==> config.mk <==
export PLATFORM = sky130hd
export DESIGN_NAME = key_packet_router
export DESIGN_NICKNAME = d
export VERILOG_FILES = /design/src/rtl/key_router_pkg.sv /design/src/rtl/key_chan_buf.sv /design/src/rtl/key_packet_router.sv
export SDC_FILE = /design/constraint.sdc
export NUM_CORES = 1
export LEC_CHECK = 0
export CAP_MARGIN = 20
export CELL_PAD_IN_SITES_DETAIL_PLACEMENT = 1
export CELL_PAD_IN_SITES_GLOBAL_PLACEMENT = 1
export CORE_ASPECT_RATIO = 0.75
export CORE_MARGIN = 1
export CORE_UTILIZATION = 45
export DETAILED_ROUTE_END_ITERATION = 8
export GPL_TIMING_DRIVEN = 0
export PLACE_DENSITY = 0.86
export RECOVER_POWER = 50
export SETUP_SLACK_MARGIN = 0.02
export SYNTH_ARGS = -nofsm -noshare
export SYNTH_HDL_FRONTEND = slang
export SYNTH_SLANG_ARGS = --single-unit
export TNS_END_PERCENT = 5
==> constraint.sdc <==
create_clock -name clk -period 6.8 [get_ports clk]
set_input_delay 1.36 -clock clk [delete_from_list [all_inputs] [get_ports clk]]
set_output_delay 1.36 -clock clk [all_outputs]
set_load 0.02 [all_outputs]
==> src/rtl/key_router_pkg.sv <==
// Shared definitions for the key packet router.
//   state_t       : controller FSM states
//   SETTLE_CYCLES : cycles spent in SETTLE before collecting bits
//   DEF_*         : default parameter values for the router and its buffers
package key_router_pkg;

  typedef enum logic [1:0] {
    IDLE     = 2'd0,
    SETTLE   = 2'd1,
    COLLECT  = 2'd2,
    DISPATCH = 2'd3
  } state_t;

  localparam int SETTLE_CYCLES = 3;

  localparam int DEF_CH_BITS  = 2;
  localparam int DEF_PAY_W    = 2;
  localparam int DEF_DEPTH    = 6;
  localparam int DEF_OVF_MODE = 0;

endpackage

==> src/rtl/key_chan_buf.sv <==
// One per-channel shift buffer of DEPTH entries, each {payload, valid}.
// Slot 0 is the oldest entry; occupied slots are contiguous from slot 0 and
// unoccupied slots always read zero.
// Ports:
//   clk, rst  : clock, asynchronous active-high reset
//   push      : write {payload,1} this cycle
//   pop       : remove slot 0 this cycle (ignored when empty)
//   payload   : payload for push
//   slots     : flattened slots, slot s at [s*EW +: EW]
//   count     : occupancy
//   ovf       : high in a cycle where a push meets a full buffer
module key_chan_buf
  import key_router_pkg::*;
#(
  parameter  int PAY_W    = DEF_PAY_W,
  parameter  int DEPTH    = DEF_DEPTH,
  parameter  int OVF_MODE = DEF_OVF_MODE,
  localparam int EW       = PAY_W + 1,
  localparam int CW       = $clog2(DEPTH + 1)
) (
  input  logic                clk,
  input  logic                rst,
  input  logic                push,
  input  logic                pop,
  input  logic [PAY_W-1:0]    payload,
  output logic [DEPTH*EW-1:0] slots,
  output logic [CW-1:0]       count,
  output logic                ovf
);

  logic [EW-1:0] mem   [DEPTH];
  logic [EW-1:0] mem_p [DEPTH];
  logic [EW-1:0] mem_n [DEPTH];
  logic [CW-1:0] cnt_p;
  logic [CW-1:0] cnt_n;
  logic          do_pop;

  // Pop is resolved first, then the push sees the post-pop image. A push
  // that coincides with a pop therefore never finds the buffer full.
  always_comb begin
    do_pop = pop && (count != '0);
    for (int i = 0; i < DEPTH; i++) mem_p[i] = mem[i];
    cnt_p = count;
    if (do_pop) begin
      for (int i = 0; i < DEPTH - 1; i++) mem_p[i] = mem[i+1];
      mem_p[DEPTH-1] = '0;
      cnt_p = count - CW'(1);
    end

    for (int i = 0; i < DEPTH; i++) mem_n[i] = mem_p[i];
    cnt_n = cnt_p;
    ovf   = 1'b0;
    if (push) begin
      if (cnt_p == CW'(DEPTH)) begin
        ovf = 1'b1;
        if (OVF_MODE == 0) begin
          // Evict the oldest entry to make room at the top.
          for (int i = 0; i < DEPTH - 1; i++) mem_n[i] = mem_p[i+1];
          mem_n[DEPTH-1] = {payload, 1'b1};
        end
      end else begin
        for (int i = 0; i < DEPTH; i++) begin
          if (cnt_p == CW'(i)) mem_n[i] = {payload, 1'b1};
        end
        cnt_n = cnt_p + CW'(1);
      end
    end
  end

  always_ff @(posedge clk or posedge rst) begin
    if (rst) begin
      for (int i = 0; i < DEPTH; i++) mem[i] <= '0;
      count <= '0;
    end else begin
      for (int i = 0; i < DEPTH; i++) mem[i] <= mem_n[i];
      count <= cnt_n;
    end
  end

  for (genvar s = 0; s < DEPTH; s++) begin : g_slot
    assign slots[s*EW +: EW] = mem[s];
  end

endmodule

==> src/rtl/key_packet_router.sv <==
// Assembles words from two push-buttons (key0 = bit 0, key1 = bit 1, MSB
// first) and routes each word's payload into the channel buffer selected by
// its upper CH_BITS bits.
// Ports:
//   clk, rst   : clock, asynchronous active-high reset
//   start      : level enable for word entry
//   key0, key1 : active-low debounced buttons
//   pop        : per-channel read strobes
//   buf_o      : flattened buffers, channel c slot s at [(c*DEPTH+s)*EW +: EW]
//   count_o    : per-channel occupancy, channel c at [c*CW +: CW]
//   word_o     : last dispatched word; word_vld pulses for one cycle with it
//   drop_cnt   : saturating count of overflow events
//   busy       : high whenever the FSM is not IDLE
//   fsm_state  : current FSM state for observation
module key_packet_router
  import key_router_pkg::*;
#(
  parameter  int CH_BITS  = DEF_CH_BITS,
  parameter  int PAY_W    = DEF_PAY_W,
  parameter  int DEPTH    = DEF_DEPTH,
  parameter  int OVF_MODE = DEF_OVF_MODE,
  localparam int NCH      = 2 ** CH_BITS,
  localparam int WORD_W   = CH_BITS + PAY_W,
  localparam int EW       = PAY_W + 1,
  localparam int CW       = $clog2(DEPTH + 1),
  localparam int BW       = $clog2(WORD_W + 1)
) (
  input  logic                    clk,
  input  logic                    rst,
  input  logic                    start,
  input  logic                    key0,
  input  logic                    key1,
  input  logic [NCH-1:0]          pop,
  output logic [NCH*DEPTH*EW-1:0] buf_o,
  output logic [NCH*CW-1:0]       count_o,
  output logic [WORD_W-1:0]       word_o,
  output logic                    word_vld,
  output logic [15:0]             drop_cnt,
  output logic                    busy,
  output state_t                  fsm_state
);

  state_t              state;
  logic [1:0]          settle_cnt;
  logic [BW-1:0]       bit_cnt;
  logic [WORD_W-1:0]   word;
  logic                key0_q;
  logic                key1_q;
  logic                press0;
  logic                press1;
  logic                one_press;
  logic                push_any;
  logic [CH_BITS-1:0]  ch;
  logic [NCH-1:0]      ovf_vec;

  // A press is a high-to-low step of the registered key; a simultaneous
  // press of both keys is ambiguous and is discarded.
  assign press0    = key0_q & ~key0;
  assign press1    = key1_q & ~key1;
  assign one_press = press0 ^ press1;

  assign push_any  = (state == DISPATCH);
  assign ch        = word[WORD_W-1:PAY_W];
  assign busy      = (state != IDLE);
  assign fsm_state = state;

  always_ff @(posedge clk or posedge rst) begin
    if (rst) begin
      state      <= IDLE;
      settle_cnt <= '0;
      bit_cnt    <= '0;
      word       <= '0;
      word_o     <= '0;
      word_vld   <= 1'b0;
      drop_cnt   <= '0;
      key0_q     <= 1'b1;
      key1_q     <= 1'b1;
    end else begin
      key0_q   <= key0;
      key1_q   <= key1;
      word_vld <= 1'b0;
      if (|ovf_vec && drop_cnt != 16'hFFFF) drop_cnt <= drop_cnt + 16'd1;

      case (state)
        IDLE: begin
          bit_cnt    <= '0;
          word       <= '0;
          settle_cnt <= '0;
          if (start) state <= SETTLE;
        end
        SETTLE: begin
          if (!start) begin
            state <= IDLE;
          end else if (settle_cnt == 2'(SETTLE_CYCLES - 1)) begin
            state      <= COLLECT;
            settle_cnt <= '0;
          end else begin
            settle_cnt <= settle_cnt + 2'd1;
          end
        end
        COLLECT: begin
          if (!start) begin
            state   <= IDLE;
            bit_cnt <= '0;
            word    <= '0;
          end else if (one_press) begin
            word    <= {word[WORD_W-2:0], press1};
            bit_cnt <= bit_cnt + BW'(1);
            if (bit_cnt == BW'(WORD_W - 1)) state <= DISPATCH;
          end
        end
        DISPATCH: begin
          // The push into the selected channel happens on this same edge.
          word_o   <= word;
          word_vld <= 1'b1;
          bit_cnt  <= '0;
          state    <= start ? COLLECT : IDLE;
        end
        default: state <= IDLE;
      endcase
    end
  end

  for (genvar c = 0; c < NCH; c++) begin : g_ch
    logic [DEPTH*EW-1:0] slots;
    logic [CW-1:0]       cnt;

    key_chan_buf #(
      .PAY_W    (PAY_W),
      .DEPTH    (DEPTH),
      .OVF_MODE (OVF_MODE)
    ) u_buf (
      .clk     (clk),
      .rst     (rst),
      .push    (push_any && (ch == CH_BITS'(c))),
      .pop     (pop[c]),
      .payload (word[PAY_W-1:0]),
      .slots   (slots),
      .count   (cnt),
      .ovf     (ovf_vec[c])
    );

    assign buf_o[c*DEPTH*EW +: DEPTH*EW] = slots;
    assign count_o[c*CW +: CW]           = cnt;
  end

endmodule

== Word-level counts from Yosys, hierarchy flattened ==
Cells that the tools add are included.
Storage, ports and cells
  input bits: 9
  flip-flop bits (word level): 118
  output and inout port bits: 108
  logic and storage cells: 194
Operators by class
  add/subtract/negate cells: 11
  multiplexer cells: 74
  bitwise logic cells: 5
  eq/ne operators: 38
  reduce and logical (&&, ||, !) cells: 29
Operators by type and width (number)
  2-to-1 mux 18 bit: 12
  2-to-1 mux 3 bit: 38
  equality test 3 bit (second input constant): 12
  equality test 3 x 2 -> 1 bit (second input constant): 9
  2-to-1 mux 2 bit: 9
  adder 16 x 1 -> 16 bit (second input constant): 1
  != test 16 bit (second input constant): 1
  adder 3 x 1 -> 3 bit (second input constant): 5
  equality test 3 x 1 -> 1 bit (second input constant): 4
  zero test 3 bit: 4
  nonzero test 3 bit: 4
  subtractor 3 x 1 -> 3 bit (second input constant): 4
  equality test 2 bit (second input constant): 5
  logical AND 1 bit: 9
  2-to-1 mux 1 bit: 9
  != test 3 bit (second input constant): 3
  2-to-1 mux 4 bit: 2
  case mux 2 bit (4 select lines): 1
  case mux 4 bit (2 select lines): 1
  nonzero test 2 bit: 4
  case mux 3 bit (2 select lines): 1
  AND reduction 2 bit: 3
  equality test 2 x 1 -> 1 bit (second input constant): 2
  zero test 2 bit: 2
  9 further kinds: 12

== Logic depth before layout (Yosys ltp) ==
  depth after elaboration: 8
  depth in mapped cells: 17
  mapped depth without buffers: 13

== Cells and area by module ==
From an unflattened synthesis, not the netlist that was laid out.
Second synthesis, totals
  cells, all modules: 805
  area total of the unflattened synthesis: 7609.8 sq um
Modules (own cells, without submodules)
  key_chan_buf at g_ch[0].u_buf ...: area an instance 1473.9 sq um, instances 3, cells an instance 167, seq. area each 525.5 sq um
  key_packet_router: area an instance 1681.6 sq um, instances 1, cells an instance 148, seq. area each 853.3 sq um
  key_chan_buf at g_ch[1].u_buf: area an instance 1506.4 sq um, instances 1, cells an instance 156, seq. area each 525.5 sq um

== Worst setup path after synthesis ==
OpenSTA, ideal clock, no wires.
  kind: input to register
  start point: input port pop[2]
  end point: register drop_cnt[1]
  path slack: 2.761 ns
  data arrival time: 3.912 ns
  data required time: 6.672 ns
  path buffers: 3
  library setup time: 0.128 ns
  stages: 14
  cells stage by stage: buf_2 inv_1 nor2_2 clkbuf_1 nand2_1 o21ai_0 inv_1 ha_1 buf_2 nand4b_2 a21oi_4 nor4_4 nor2_1 mux2_1
Between the ends
  cells in the longest elaborated chain, start to end: 7
RTL lines
  start: declaration: RTL line key_packet_router.sv:33  | input logic [NCH-1:0] pop,
  logical AND 1 bit: RTL line key_chan_buf.sv:41  | do_pop = pop && (count != '0);
  2-to-1 mux 3 bit: RTL line key_chan_buf.sv:44  | if (do_pop) begin
  equality test 3 bit: RTL line key_chan_buf.sv:54  | if (cnt_p == CW'(DEPTH)) begin
  2-to-1 mux 1 bit: RTL line key_chan_buf.sv:54
  2-to-1 mux 1 bit: RTL line key_chan_buf.sv:53  | if (push) begin
  OR reduction 4 bit: RTL line key_packet_router.sv:82  | if (|ovf_vec && drop_cnt != 16'hFFFF) drop_cnt <= drop_cnt + 16'd1;
  logical AND 1 bit: RTL line key_packet_router.sv:82
  end signal: assignment: RTL line key_packet_router.sv:82
  end: declaration: RTL line key_packet_router.sv:38  | output logic [15:0] drop_cnt,
No other way between the ends.
A chain may end at the register's enable or synchronous reset.

== Worst setup path in the final report ==
  start point: input port pop[0]
  end point: register drop_cnt[9]
Same word-level chain as after synthesis.

==> metrics.cfg <==
[outcome]
status = complete, but fails checks
violations = max-capacitance violations, max-slew violations

[logic_synthesis]
yosysMostFrequentCell = dfrtp_1
synth.yosys.warnings = 0
synth_top_flop_cell = dfrtp_1
seq_area_frac_synth_pct = 39.27
yosys.area.top_type_share_pct = 38.57
synth_common_cells = 116 x dfrtp_1, 73 x nand2_1, 55 x nor2_1, 53 x o21ai_0, 43 x inv_1
syn_avg_cell_area_um2 = 9.314
synthTopCellsByArea = dfrtp_1 39%, mux2i_1 5.1%, ha_1 4.7%
yosys.area.top_type = dfrtp_1
syn_nets = 845
syn_inst = 808
synth_seq_cells = 118
synth_edf_count = 0
synth_area_um2 = 7526
synth_cell_types = 82
async_reset_ff_share_pct = 100.0

[min_path]
whs_endpoint = drop_cnt[8]$_DFFE_PP0P_
holdPathStages = 1
hp-class = flop to flop
hp-start = drop_cnt[8]$_DFFE_PP0P_

[route]
totalWireLength_um = 25560
wire_per_inst_um = 21.94
drc = 0
via_per_inst = 6.183
vias = 7203
antenna_left = 0
dr.pass1.iters = 8
drtIter0Drc = 513

[place]
routabilityCongestion = 0.9405
port-buffer-count = 115
post-place-cells = 1134
hpwl_um = 17860
placed_area_um2 = 8972
place_ws_ns = 1.543

[global_route]
grt.overflow.total = 0
grt_max_degree = 63
grt_use_total_pct = 30.93
grt_pass1_vias = 7542
antenna_found_initial = 0
grt_pass1_wl_um = 40940

[finish]
multi_input_area_um2 = 4194
n_fill_cell = 1849
stdcell_area_um2 = 9563
antenna_cells = 0
final_nets = 980
synthToLayoutAreaGrowth_pct = 27.07
layout-drive-gt1-share_pct = 10.26
area.sequential_um2 = 2955
post_layout_nonfiller_instances = 1165

[sta]
slew_headroom_pct = -79.18
fmax_mhz = 203.1
clock_skew_ns = 0.01092
slew_violations = 57
worst_slack_ns = 1.876
worstMarginPinSlew_ns = 2.673
rsz0062_at_grt = false
hold_violations = 0
fin_crit_ns = 4.924
setup_viol = 0
fin_hold_ws_ns = 0.4966
setup_tns_ns = 0
fin_crit_sh_pct = 72.41

[die]
dieHeight_um = 114.0
dieArea_um2 = 17250
die_w_um = 151.3
num_rows = 40
start_util_pct = 46.56
core_um2 = 16170
io_pins = 117

[power_and_ir_drop]
p_int_mw = 2.119
power_frac_seq_pct = 26.2
comb_power_share_pct = 48.7
p_clk_share_pct = 25.2
switching_share_pct = 43.02
p_switching_mw = 1.600
peakVddDrop_mv = 0.2075
leakagePower_nw = 4.344
cellPowerDensity_nw_per_um2 = 388.9

[clock_network]
clk_pin_slew_ns = 0.06
cts_max_level = 4
ctsResizeCount = 0
cts_sinks = 118
ctsHoldBuffers = 0
clock-root-buffer = clkbuf_16
clk_latency_ns = 0.42
cts_setup_buffers = 0
clk_path_buf_depth = 2
cts_tree = yes
numCtsBuffers = 17

[setup_path]
end_kind = flop
crit-reg2reg-launch = g_ch[3].u_buf.count[0]$_DFF_PP0_
worstSetupPathType = input port to flop
r2r_setup_slack_ns = 2.45
required_ns = 7.08
path_common_cell = buf_2
crit_path_start_kind = input port
path_cells = clkdlybuf4s50_1 > clkbuf_1 > o21ai_1 > buf_2 > a21oi_1 > inv_1 > ha_1 > nand4bb_1 > buf_2 > a21oi_2 > nor4_4 > buf_6 > nor3_1 > xor2_1
r2r_cells = 16
critPathSlowestCell = nor4_4
r2r-end = drop_cnt[9]$_DFFE_PP0P_
cp.arrival_ns = 5.21
cpPeakStageDelay_ns = 0.53
crit_fanout = 10

[run]
cap_violations = 1

## cell usage in the layout (no fill, tap or decap), types with 6 or more instances in the layout
master	synthesis	final
o22ai_1	22	22
buf_2	16	15
a2bb2oi_1	6	6
o21ai_0	53	53
xor2_1	14	14
dfrtp_1	116	116
dlygate4sd3_1	0	41
nand2_1	73	73
clkbuf_1	22	26
mux2_2	20	19
a31oi_1	7	7
nand3_1	21	21
a21boi_0	8	8
a21o_1	6	6
nor2_1	55	55
inv_1	43	42
a211oi_1	10	10
ha_1	28	28
a221o_1	6	6
o211ai_1	15	15
nor2b_1	6	6
o22a_1	6	6
clkbuf_16	0	17
mux2i_1	38	38
nor4_1	6	6
a22o_1	9	9
a21oi_1	38	38
and3_1	7	7
clkdlybuf4s50_1	0	74
a22oi_1	8	8
nor3_1	19	19
xnor2_1	8	8
## metrics by stage
step                utilization [%]  power, mW
global route                  59.16      3.915
CTS                           59.21      3.714
global placement              55.30      2.676
floorplan                         -      2.116
detailed placement            55.50      2.739
finish                        59.16      3.719
## flip-flops by register name, summed over array words and instances, names as in the netlist
name / flops
word_vld: 1
fsm_state: 2
g_ch.u_buf.slots: 72
word: 4
key1_q: 1
g_ch.u_buf.count: 12
key0_q: 1
drop_cnt: 16
word_o: 4
settle_cnt: 2
bit_cnt: 3
## cells by family (layout without fill, tap and decap cells)
logic type / count (synthesis) / after routing / share of synthesized area, %
flops: 118 / 118 / 39.27
fa+ha+maj: 28 / 28 / 4.655
simple gates: 243 / 243 / 17.46
xor+xnor: 22 / 22 / 2.560
mux: 59 / 59 / 8.196
buf+inv: 89 / 236 / 5.004
compound gates: 249 / 249 / 22.86
## worst max-delay path, delay by kind of cell
kind	cells	cell delay, ns
AOI/OAI and AO/OA	3	0.80
xor gates and xnor gates	1	0.16
adders and majority gates	1	0.31
and+or+nand+nor	3	0.75
buffers and inverters	6	1.81
## per-layer routing
metal	vias up	wire length, µm	GRT usage, %
met4	0	435	9.933
met3	50	1544	6.760
met1	3634	11990	43.30
met2	263	11590	47.34
li1	3256	-	-
met5	-	0	0
## area by class of cell
cell class                      count  share of cell area [%]
Multi-Input combinational cell    601                   43.86
Sequential cell                   118                   30.90
Timing Repair Buffer              116                   12.33
Clock buffer                       22                   4.959
Tap cell                          210                   2.748
Buffer                             44                   2.120
Inverter                           45                   1.779
Clock inverter                      9                   1.308
## how the worst max path moves through the flow
stage,to,from
final,drop_cnt[9]$_DFFE_PP0P_,pop[0]
after global routing,drop_cnt[9]$_DFFE_PP0P_,pop[0]
after CTS,drop_cnt[9]$_DFFE_PP0P_,pop[0]
after detailed placement,drop_cnt[9]$_DFFE_PP0P_,pop[0]
after global placement,drop_cnt[6]$_DFFE_PP0P_,rst
after floorplan,bit_cnt[0]$_DFFE_PP0P_,rst
## power groups by stage
stage	Sequential [mW]	Combinational, mW	Clock (mW)
after global routing	0.988	1.96	0.967
after detailed placement	0.977	1.76	0
final	0.973	1.81	0.936
after CTS	0.971	1.80	0.941
after global placement	0.976	1.70	0
after floorplan	1.08	1.04	0
Note: power is estimated with default switching activity, not from simulation.
